File: src/rtl/sa16_skew_feeder_if.sv
// Upstream row stream into the skew feeder: one activation row and one weight row per beat.
interface sa16_skew_feeder_if #(
    parameter int unsigned WIDTH = 8,
    parameter int unsigned LANES = 16
);
    localparam int unsigned RW = LANES * WIDTH;

    logic          in_valid;
    logic          in_ready;
    logic [RW-1:0] in_act;
    logic [RW-1:0] in_weight;

    modport master (output in_valid, output in_act, output in_weight, input in_ready);
    modport slave  (input in_valid, input in_act, input in_weight, output in_ready);
endinterface

File: src/rtl/sa16_skew_feeder.sv
// Operand feeder for the 16x16 systolic array: sequences one tile, skews lane i by i cycles,
// and drives the array accumulate-enable.
module sa16_skew_feeder #(
    parameter int unsigned WIDTH = 8,
    parameter int unsigned LANES = 16,
    parameter int unsigned KW    = 16,
    parameter int unsigned DRAIN = 31
) (
    input  logic                   clk,
    input  logic                   rstn,
    input  logic                   start,
    input  logic [KW-1:0]          k_len,
    output logic                   busy,
    output logic                   done,
    sa16_skew_feeder_if.slave      up,
    output logic [LANES*WIDTH-1:0] activation,
    output logic [LANES*WIDTH-1:0] weight,
    output logic                   control
);
    localparam int unsigned RW = LANES * WIDTH;
    localparam int unsigned DW = $clog2(DRAIN + 1);

    typedef enum logic [1:0] {IDLE, FEED, FLUSH, DONE} state_e;

    state_e        state_q, state_d;
    logic [KW-1:0] cnt_q, cnt_d;
    logic [KW-1:0] klen_q, klen_d;
    logic [DW-1:0] dcnt_q, dcnt_d;
    logic          busy_q, busy_d;
    logic          in_ready_q, in_ready_d;
    logic          done_q, done_d;
    logic          control_q, control_d;
    logic          accept_c;

    always_ff @(posedge clk or negedge rstn) begin
        if (!rstn) begin
            state_q    <= IDLE;
            cnt_q      <= '0;
            klen_q     <= '0;
            dcnt_q     <= '0;
            busy_q     <= 1'b0;
            in_ready_q <= 1'b0;
            done_q     <= 1'b0;
            control_q  <= 1'b0;
        end else begin
            state_q    <= state_d;
            cnt_q      <= cnt_d;
            klen_q     <= klen_d;
            dcnt_q     <= dcnt_d;
            busy_q     <= busy_d;
            in_ready_q <= in_ready_d;
            done_q     <= done_d;
            control_q  <= control_d;
        end
    end

    // Status flags are computed from the next state so they line up with the state register.
    always_comb begin
        state_d  = state_q;
        cnt_d    = cnt_q;
        klen_d   = klen_q;
        dcnt_d   = dcnt_q;
        accept_c = (state_q == FEED) && in_ready_q && up.in_valid;
        unique case (state_q)
            IDLE: begin
                if (start) begin
                    klen_d  = k_len;
                    cnt_d   = '0;
                    state_d = (k_len == '0) ? DONE : FEED;
                end
            end
            FEED: begin
                if (accept_c) begin
                    cnt_d = cnt_q + KW'(1);
                    if (cnt_q == klen_q - KW'(1)) begin
                        state_d = FLUSH;
                        dcnt_d  = DW'(DRAIN - 1);
                    end
                end
            end
            FLUSH: begin
                if (dcnt_q == '0) state_d = DONE;
                else              dcnt_d  = dcnt_q - DW'(1);
            end
            DONE:    state_d = IDLE;
            default: state_d = IDLE;
        endcase
        busy_d     = (state_d == FEED) || (state_d == FLUSH);
        in_ready_d = (state_d == FEED);
        done_d     = (state_d == DONE);
        control_d  = (state_q == FEED) || (state_q == FLUSH);
    end

    assign busy        = busy_q;
    assign done        = done_q;
    assign control     = control_q;
    assign up.in_ready = in_ready_q;

    // Lane i: input register plus i delay stages; non-accept cycles feed zeros.
    for (genvar i = 0; i < LANES; i++) begin : g_lane
        logic [WIDTH-1:0] a_q [i+1];
        logic [WIDTH-1:0] a_d [i+1];
        logic [WIDTH-1:0] w_q [i+1];
        logic [WIDTH-1:0] w_d [i+1];

        always_comb begin
            a_d[0] = accept_c ? up.in_act[RW-1-i*WIDTH -: WIDTH]    : '0;
            w_d[0] = accept_c ? up.in_weight[RW-1-i*WIDTH -: WIDTH] : '0;
            for (int j = 1; j <= i; j++) begin
                a_d[j] = a_q[j-1];
                w_d[j] = w_q[j-1];
            end
        end

        always_ff @(posedge clk or negedge rstn) begin
            if (!rstn) begin
                a_q <= '{default: '0};
                w_q <= '{default: '0};
            end else begin
                a_q <= a_d;
                w_q <= w_d;
            end
        end

        assign activation[RW-1-i*WIDTH -: WIDTH] = a_q[i];
        assign weight[RW-1-i*WIDTH -: WIDTH]     = w_q[i];
    end
endmodule

File: src/flat_wrapper.sv
// flat-port wrapper written by rule: the top's interface ports become plain ports
module sa16_skew_feeder_flat 
#(
    parameter int unsigned WIDTH = 8,
    parameter int unsigned LANES = 16,
    parameter int unsigned KW    = 16,
    parameter int unsigned DRAIN = 31
)
  (clk, rstn, start, k_len, busy, done, activation, weight, control, up_in_valid, up_in_act, up_in_weight, up_in_ready);
  sa16_skew_feeder_if #(.WIDTH(WIDTH), .LANES(LANES)) up_i ();
  input  logic clk;
  input  logic rstn;
  input  logic start;
  input  logic [KW-1:0] k_len;
  output logic busy;
  output logic done;
  output logic [LANES*WIDTH-1:0] activation;
  output logic [LANES*WIDTH-1:0] weight;
  output logic control;
  input wire logic [$bits(up_i.in_valid)-1:0] up_in_valid;
  input wire logic [$bits(up_i.in_act)-1:0] up_in_act;
  input wire logic [$bits(up_i.in_weight)-1:0] up_in_weight;
  output wire logic [$bits(up_i.in_ready)-1:0] up_in_ready;
  assign up_i.in_valid = up_in_valid;
  assign up_i.in_act = up_in_act;
  assign up_i.in_weight = up_in_weight;
  assign up_in_ready = up_i.in_ready;
  sa16_skew_feeder #(.WIDTH(WIDTH), .LANES(LANES), .KW(KW), .DRAIN(DRAIN)) u_core (.clk(clk), .rstn(rstn), .start(start), .k_len(k_len), .busy(busy), .done(done), .up(up_i), .activation(activation), .weight(weight), .control(control));
endmodule
File: config.mk
export PLATFORM = sky130hd
export DESIGN_NAME = sa16_skew_feeder_flat
export DESIGN_NICKNAME = d
export VERILOG_FILES = /design/src/rtl/sa16_skew_feeder_if.sv /design/src/rtl/sa16_skew_feeder.sv /design/src/flat_wrapper.sv
export SDC_FILE = /design/constraint.sdc
export NUM_CORES = 1
export LEC_CHECK = 0
export CELL_PAD_IN_SITES_DETAIL_PLACEMENT = 2
export CELL_PAD_IN_SITES_GLOBAL_PLACEMENT = 2
export CORE_UTILIZATION = 46
export CTS_BUF_LIST = sky130_fd_sc_hd__clkbuf_8
export DETAILED_ROUTE_END_ITERATION = 12
export PLACE_DENSITY_LB_ADDON = 0.1
export SYNTH_ARGS = -nofsm -noshare
export SYNTH_HDL_FRONTEND = slang
export SYNTH_SLANG_ARGS = --single-unit
File: constraint.sdc
create_clock -name clk -period 3.5 [get_ports clk]
set_input_delay 0.35 -clock clk [delete_from_list [all_inputs] [get_ports clk]]
set_output_delay 0.35 -clock clk [all_outputs]
set_load 0.01 [all_outputs]
Word level (Yosys, flattened, before mapping):

Cells that the tools add are included.

* register bits after elaboration: 2219
* bits of input ports: 276
* output and inout bits: 260
* logic and storage cells: 351

* $add $sub $neg: 3
* equal/unequal tests: 11
* muxes and demuxes: 45
* reduce and logical (&&, ||, !) cells: 12

Operators with widths (number)
* 8-bit 2-to-1 mux: 32
* 16-bit 2-to-1 mux: 2
* 16-bit one-hot mux with 2 select lines: 1
* 16-bit by 1-bit adder with 16-bit output, second input constant: 1
* 16-bit == test: 1
* 16-bit zero test: 1
* 16-bit by 1-bit subtractor with 16-bit output, second input constant: 1
* 5-bit 2-to-1 mux: 3
* 2-bit 2-to-1 mux: 5
* 5-bit one-hot mux with 2 select lines: 1
* 2-bit == test, second input constant: 4
* 2-bit one-hot mux with 4 select lines: 1
* 5-bit zero test: 1
* 5-bit by 1-bit subtractor with 5-bit output, second input constant: 1
* 2-bit by 1-bit == test with 1-bit output, second input constant: 2
* 2-bit by 1-bit inequality test with 1-bit output, second input constant: 2
* 2-bit inequality test, second input constant: 2
* 4-bit AND reduction: 1
* 2-bit nonzero test: 2
* 3-bit AND reduction: 1
* 1-bit logical AND: 2
* 2-bit zero test: 1
* 1-bit logical OR: 2
* 2-bit AND reduction: 1

Logic depth before layout (Yosys ltp):

* word-level depth: 7
* depth in mapped cells: 13
* depth with buffers taken out: 11

Least setup slack after synthesis:

Ideal clock, no wire load.

* path type: register -> register
* start: register u_core.klen_q[8]
* end: register u_core.busy_q (netlist: u_core.busy)
* library setup time: 0.113 ns
* arrival time: 2.913 ns
* required time: 3.387 ns
* slack: 0.475 ns
* cell stages (with the launch flop): 12
* buffers on the path: 2
* period minus slack after synthesis: 3.025 ns
* cells stage by stage: dfrtp_1 -> buf_6 -> or4_1 -> or4_1 -> or3_4 -> a2111oi_4 -> o2111ai_1 -> buf_6 -> a21oi_2 -> o31ai_1 -> ha_1 -> inv_1

* word-level cells in the longest chain between the ends: 7
* elaborated cells on any way between the ends: 8
* those cells by class: add/sub: 1; eq/ne: 3; mux: 3; reduce/logical: 1

RTL lines
* start: declaration: RTL line sa16_skew_feeder.sv:27 `logic [KW-1:0] klen_q, klen_d;`
* start signal: assignment: RTL line sa16_skew_feeder.sv:48 `klen_q <= klen_d;`
* 16-bit by 1-bit subtractor with 16-bit output *: RTL line sa16_skew_feeder.sv:75 `if (cnt_q == klen_q - KW'(1)) begin`
* 16-bit == test *: RTL line sa16_skew_feeder.sv:75
* 2-bit 2-to-1 mux *: RTL line sa16_skew_feeder.sv:75
* 2-bit 2-to-1 mux *: RTL line sa16_skew_feeder.sv:73 `if (accept_c) begin`
* 2-bit one-hot mux with 4 select lines *: RTL line sa16_skew_feeder.sv:64 `unique case (state_q)`
* 2-bit by 1-bit == test with 1-bit output / 2-bit == test (equally long branches): RTL line sa16_skew_feeder.sv:88 `busy_d = (state_d == FEED) || (state_d == FLUSH);`
* 1-bit logical OR *: RTL line sa16_skew_feeder.sv:88
* via u_core.busy_d: RTL line sa16_skew_feeder.sv:29 `logic busy_q, busy_d;`
* end signal: assignment: RTL line sa16_skew_feeder.sv:50 `busy_q <= busy_d;`
* end: declaration: RTL line sa16_skew_feeder.sv:29

The timed path passes the listed nets; every way through them passes the cells marked *.
A chain may end at the register's enable or synchronous reset.

Final worst setup path:

* start: register u_core.klen_q[1]
* end: register u_core.dcnt_q[0]

* word-level cells in the longest chain between the ends: 4

RTL lines
* 16-bit by 1-bit subtractor with 16-bit output: RTL line sa16_skew_feeder.sv:75
* 16-bit == test: RTL line sa16_skew_feeder.sv:75
* 2-bit by 1-bit inequality test with 1-bit output (no source line)
* 4-bit AND reduction (no source line)
* end signal: assignment: RTL line sa16_skew_feeder.sv:49 `dcnt_q <= dcnt_d;`
* end: declaration: RTL line sa16_skew_feeder.sv:28 `logic [DW-1:0] dcnt_q, dcnt_d;`

No other way between the ends.

==> flow_summary_export.csv <==
group,metric,value,unit
finish,area_growth,30.6,%
global_routing,track_usage,25.1,%
worst_setup_path,crit_chain,"inv_1 > ha_1 > nor3b_4 > nand3_1 > nor4_1 > or4_1 > o2111ai_2 > buf_4 > and2_1 > o31ai_1",
clock_network,cts_buffer_depth,4,
sta,fmaxAchievable,0.255,GHz
clock_network,cts_sinks,2219,
clock_network,clk_latency,1.03,ns
routing,firstDrtPassIters,5,
routing,wl_per_cell,27.7,um
yosys,synth_seq_cells,2219,
routing,routed-wl-met2,91500,um
global_routing,antenna_found_initial,19,
routing,drt_wl_total,162000,um
run_status,status,"complete, but fails checks",
clock_network,clk_pin_slew,0.08,ns
worst_setup_path,cp-start-kind,"register",
floorplan,initial_core_util,46.6,%
yosys,synth_fa_ha_area_share,0.170,%
routing,drc,0,
worst_setup_path,cpMaxStageDelayCell,"nor4_1",
worst_setup_path,rr_startpoint,"u_core.klen_q[1]$_DFFE_PN0P_",
yosys,synth-edff-count,0,
routing,ant_nets,0,
floorplan,fp-row-count,130,
clock_network,cts_root_buf,"clkbuf_8",
sta,clock-skew-final,0.119,ns
global_routing,grt_max_degree,151,
yosys,yosys.area_share.simple,3.71,%
yosys,yosysSeqAreaShare,94.4,%
routing,vias,27235,
worst_setup_path,arrival,4.73,ns
worst_setup_path,reg2reg_depth,10,
global_routing,grt_pass1_wl,235000,um
floorplan,core,126000,um2
yosys,ys_top_cells_by_area,"dfrtp_1, and2_1, mux2_2",
hold_path,hold_path.class,"primary input to register",
worst_setup_path,worst_setup_path_end_kind,"register",
worst_setup_path,cp_max_fo,9,
finish,final_net_count,4203,
global_routing,grt_pass1_vias,34472,
sta,fin_ws,-0.416,ns
power,finalPower,53200,uW
worst_setup_path,max_stage_delay,0.69,ns
clock_network,cts_made_buffers,352,
sta,fin_crit,3.92,ns
yosys,synth_compound_area_share,0.585,%
placed_design,hpwl,68600,um
power,leakagePower,0.0399,uW
yosys,synthArstFlopShare,100,%
floorplan,die_height,360,um
clock_network,cts_tree,"built",
run_status,violations,"negative setup slack",
global_routing,grt_overflow,0,
placed_design,gp_congestion,0.818,
worst_setup_path,rr_endpoint,"u_core.dcnt_q[0]$_DFFE_PN0P_",
routing,first_iter_violations,1504,
routing,drt-met1-wl,56100,um
clock_network,htree_levels,5,
yosys,synth_top_family_by_area,"simple AND/OR/NAND/NOR gates",
yosys,ys_warn_count,0,
floorplan,dieArea,129000,um2
yosys,syn_nets,3025,
yosys,ys.flop_type,"dfrtp_1",
sta,worst_slew_pin_slew,1.13,ns
yosys,ys_types,54,
power,p_per_area,692,nW/um2
power,peakVddDrop,0.402,mV
placed_design,io_buffers,535,
sta,timing.final.crit_share,112,%
yosys,synthesis.area,58800,um2
yosys,synth.avg_cell_area,21.5,um2
worst_setup_path,crit_cells,10,
sta,tns,-3.48,ns
routing,top_layer_used,"met5",
finish,layout-drive-gt1-share,14.4,%
worst_setup_path,r2r_setup_slack,-0.42,ns
floorplan,die_x,360,um
worst_setup_path,crit_buf_inv,2,
yosys,post_synth_xor_area_fraction,0.402,%
sta,slew_headroom,24.8,%
routing,route.met3.wl,7560,um
sta,slew_viol_final,0,
yosys,yosys.area.top_type_share,94.4,%
yosys,synth_mux_area_share,0.374,%
yosys,syn_inst,2741,
worst_setup_path,crit_type,"register to register",
job,cap_viol_max_count,0,
finish,final_common_cell,"dfrtp_1",
sta,finalHoldViolations,0,
yosys,yosysTopAreaCell,"dfrtp_1",
floorplan,io_pins,536,
worst_setup_path,required,4.31,ns
finish,final_cell_mix,"dfrtp_1, clkdlybuf4s50_1, clkbuf_8, dlygate4sd3_1, and2_1",
sta,setup_viol,12,
worst_setup_path,crit_path_start,"u_core.klen_q[1]$_DFFE_PN0P_",
worst_setup_path,endpoint,"u_core.dcnt_q[0]$_DFFE_PN0P_",
routing,via_per_inst,4.67,
worst_setup_path,crit_family,"simple AND/OR/NAND/NOR gates",
[through the flow]
step | util (%) | setup WS (ns) | instance area, um2 | cells | hold WS [ns]
6_report | 60.9 | -0.416 | 76800 | 5834 | 0.0937
5_1_grt | 60.9 | -0.382 | 76800 | 5831 | 0.00228
4_1_cts | 60.8 | 0.0312 | 76700 | 5823 | 0.00139
3_5_place_dp | 53.0 | 0.0708 | 66900 | 4950 | 0.336
3_3_place_gp | 53.0 | 0.254 | 66900 | 4950 | 0.331
2_1_floorplan | - | 0.475 | 58800 | 2741 | 0.0544
[worst min path at each step]
stage	from	slack [ns]	cells past startpoint	to
finish	k_len[11]	0.09	2	u_core.klen_q[11]$_DFFE_PN0P_
global placement	u_core.g_lane[13].w_d[79]$_DFF_PN0_	0.33	0	u_core.g_lane[13].w_d[71]$_DFF_PN0_
floorplan	rstn	0.05	0	u_core.activation[0]$_DFF_PN0_
global route	up_in_weight[20]	0.002	2	u_core.g_lane[13].w_d[100]$_DFF_PN0_
detailed placement	u_core.g_lane[6].w_d[3]$_DFF_PN0_	0.34	0	u_core.weight[75]$_DFF_PN0_
CTS	up_in_act[57]	0.001	2	u_core.g_lane[8].a_d[57]$_DFF_PN0_
[layout make-up]
type,count,area (um2)
Tap cell,1650,2060
Multi-Input combinational cell,465,3130
Antenna cell,10,25.0
Sequential cell,2219,55500
Clock buffer,468,6440
Fill cell,9845,49400
Clock inverter,141,734
Inverter,15,56.3
Timing Repair Buffer,866,8840
[metal layers]
metal / GRT usage, % / up-vias
li1: - / 11000
met1: 27.5 / 14925
met2: 46.9 / 875
met3: 6.08 / 411
met4: 8.87 / 24
met5: 0 / -
[synth_stat cells (all sizes together) (5+ instances only)]
cell type	instances
clkbuf	38
nand2	16
and2	258
nor3	9
xnor2	12
nand4	9
nand3	11
nor2b	5
ha	8
a21oi	11
dfrtp	2219
o21ai	7
xor2	15
mux2	16
inv	15
nor2	25
and3	6
nor4	8
[where the power goes]
group          switching, uW  total (uW)  internal (uW)
Clock                  10800       23100          12300
Sequential               630       27100          26400
Combinational           1770        2960           1190
[sequential cells by signal, indices dropped and copies added (netlist names), 2 cells and up]
name               cells
u_core.state_q         2
u_core.g_lane.w_d    960
u_core.klen_q         16
u_core.dcnt_q          5
u_core.g_lane.w_q      8
u_core.g_lane.a_q      8
u_core.weight        120
u_core.g_lane.a_d    960
u_core.cnt_q          16
u_core.activation    120
[kinds of logic after synthesis]
family | after synthesis
DFF | 2219
and+or+nand+nor | 365
buffers and inverters | 57
AOI/OAI and AO/OA | 45
xor gates and xnor gates | 27
muxes | 20
adders and majority gates | 8
[repair_timing]
| action | CTS | global route |
|---|---|---|
| setup buffers | 0 | 1 |
| endpoints found under the hold margin | 1112 | 0 |
| hold buffers | 264 | 0 |
| resized for setup | 0 | 8 |
| setup endpoints to repair | 0 | 10 |
No activity file was read; power rests on OpenSTA's default activity.
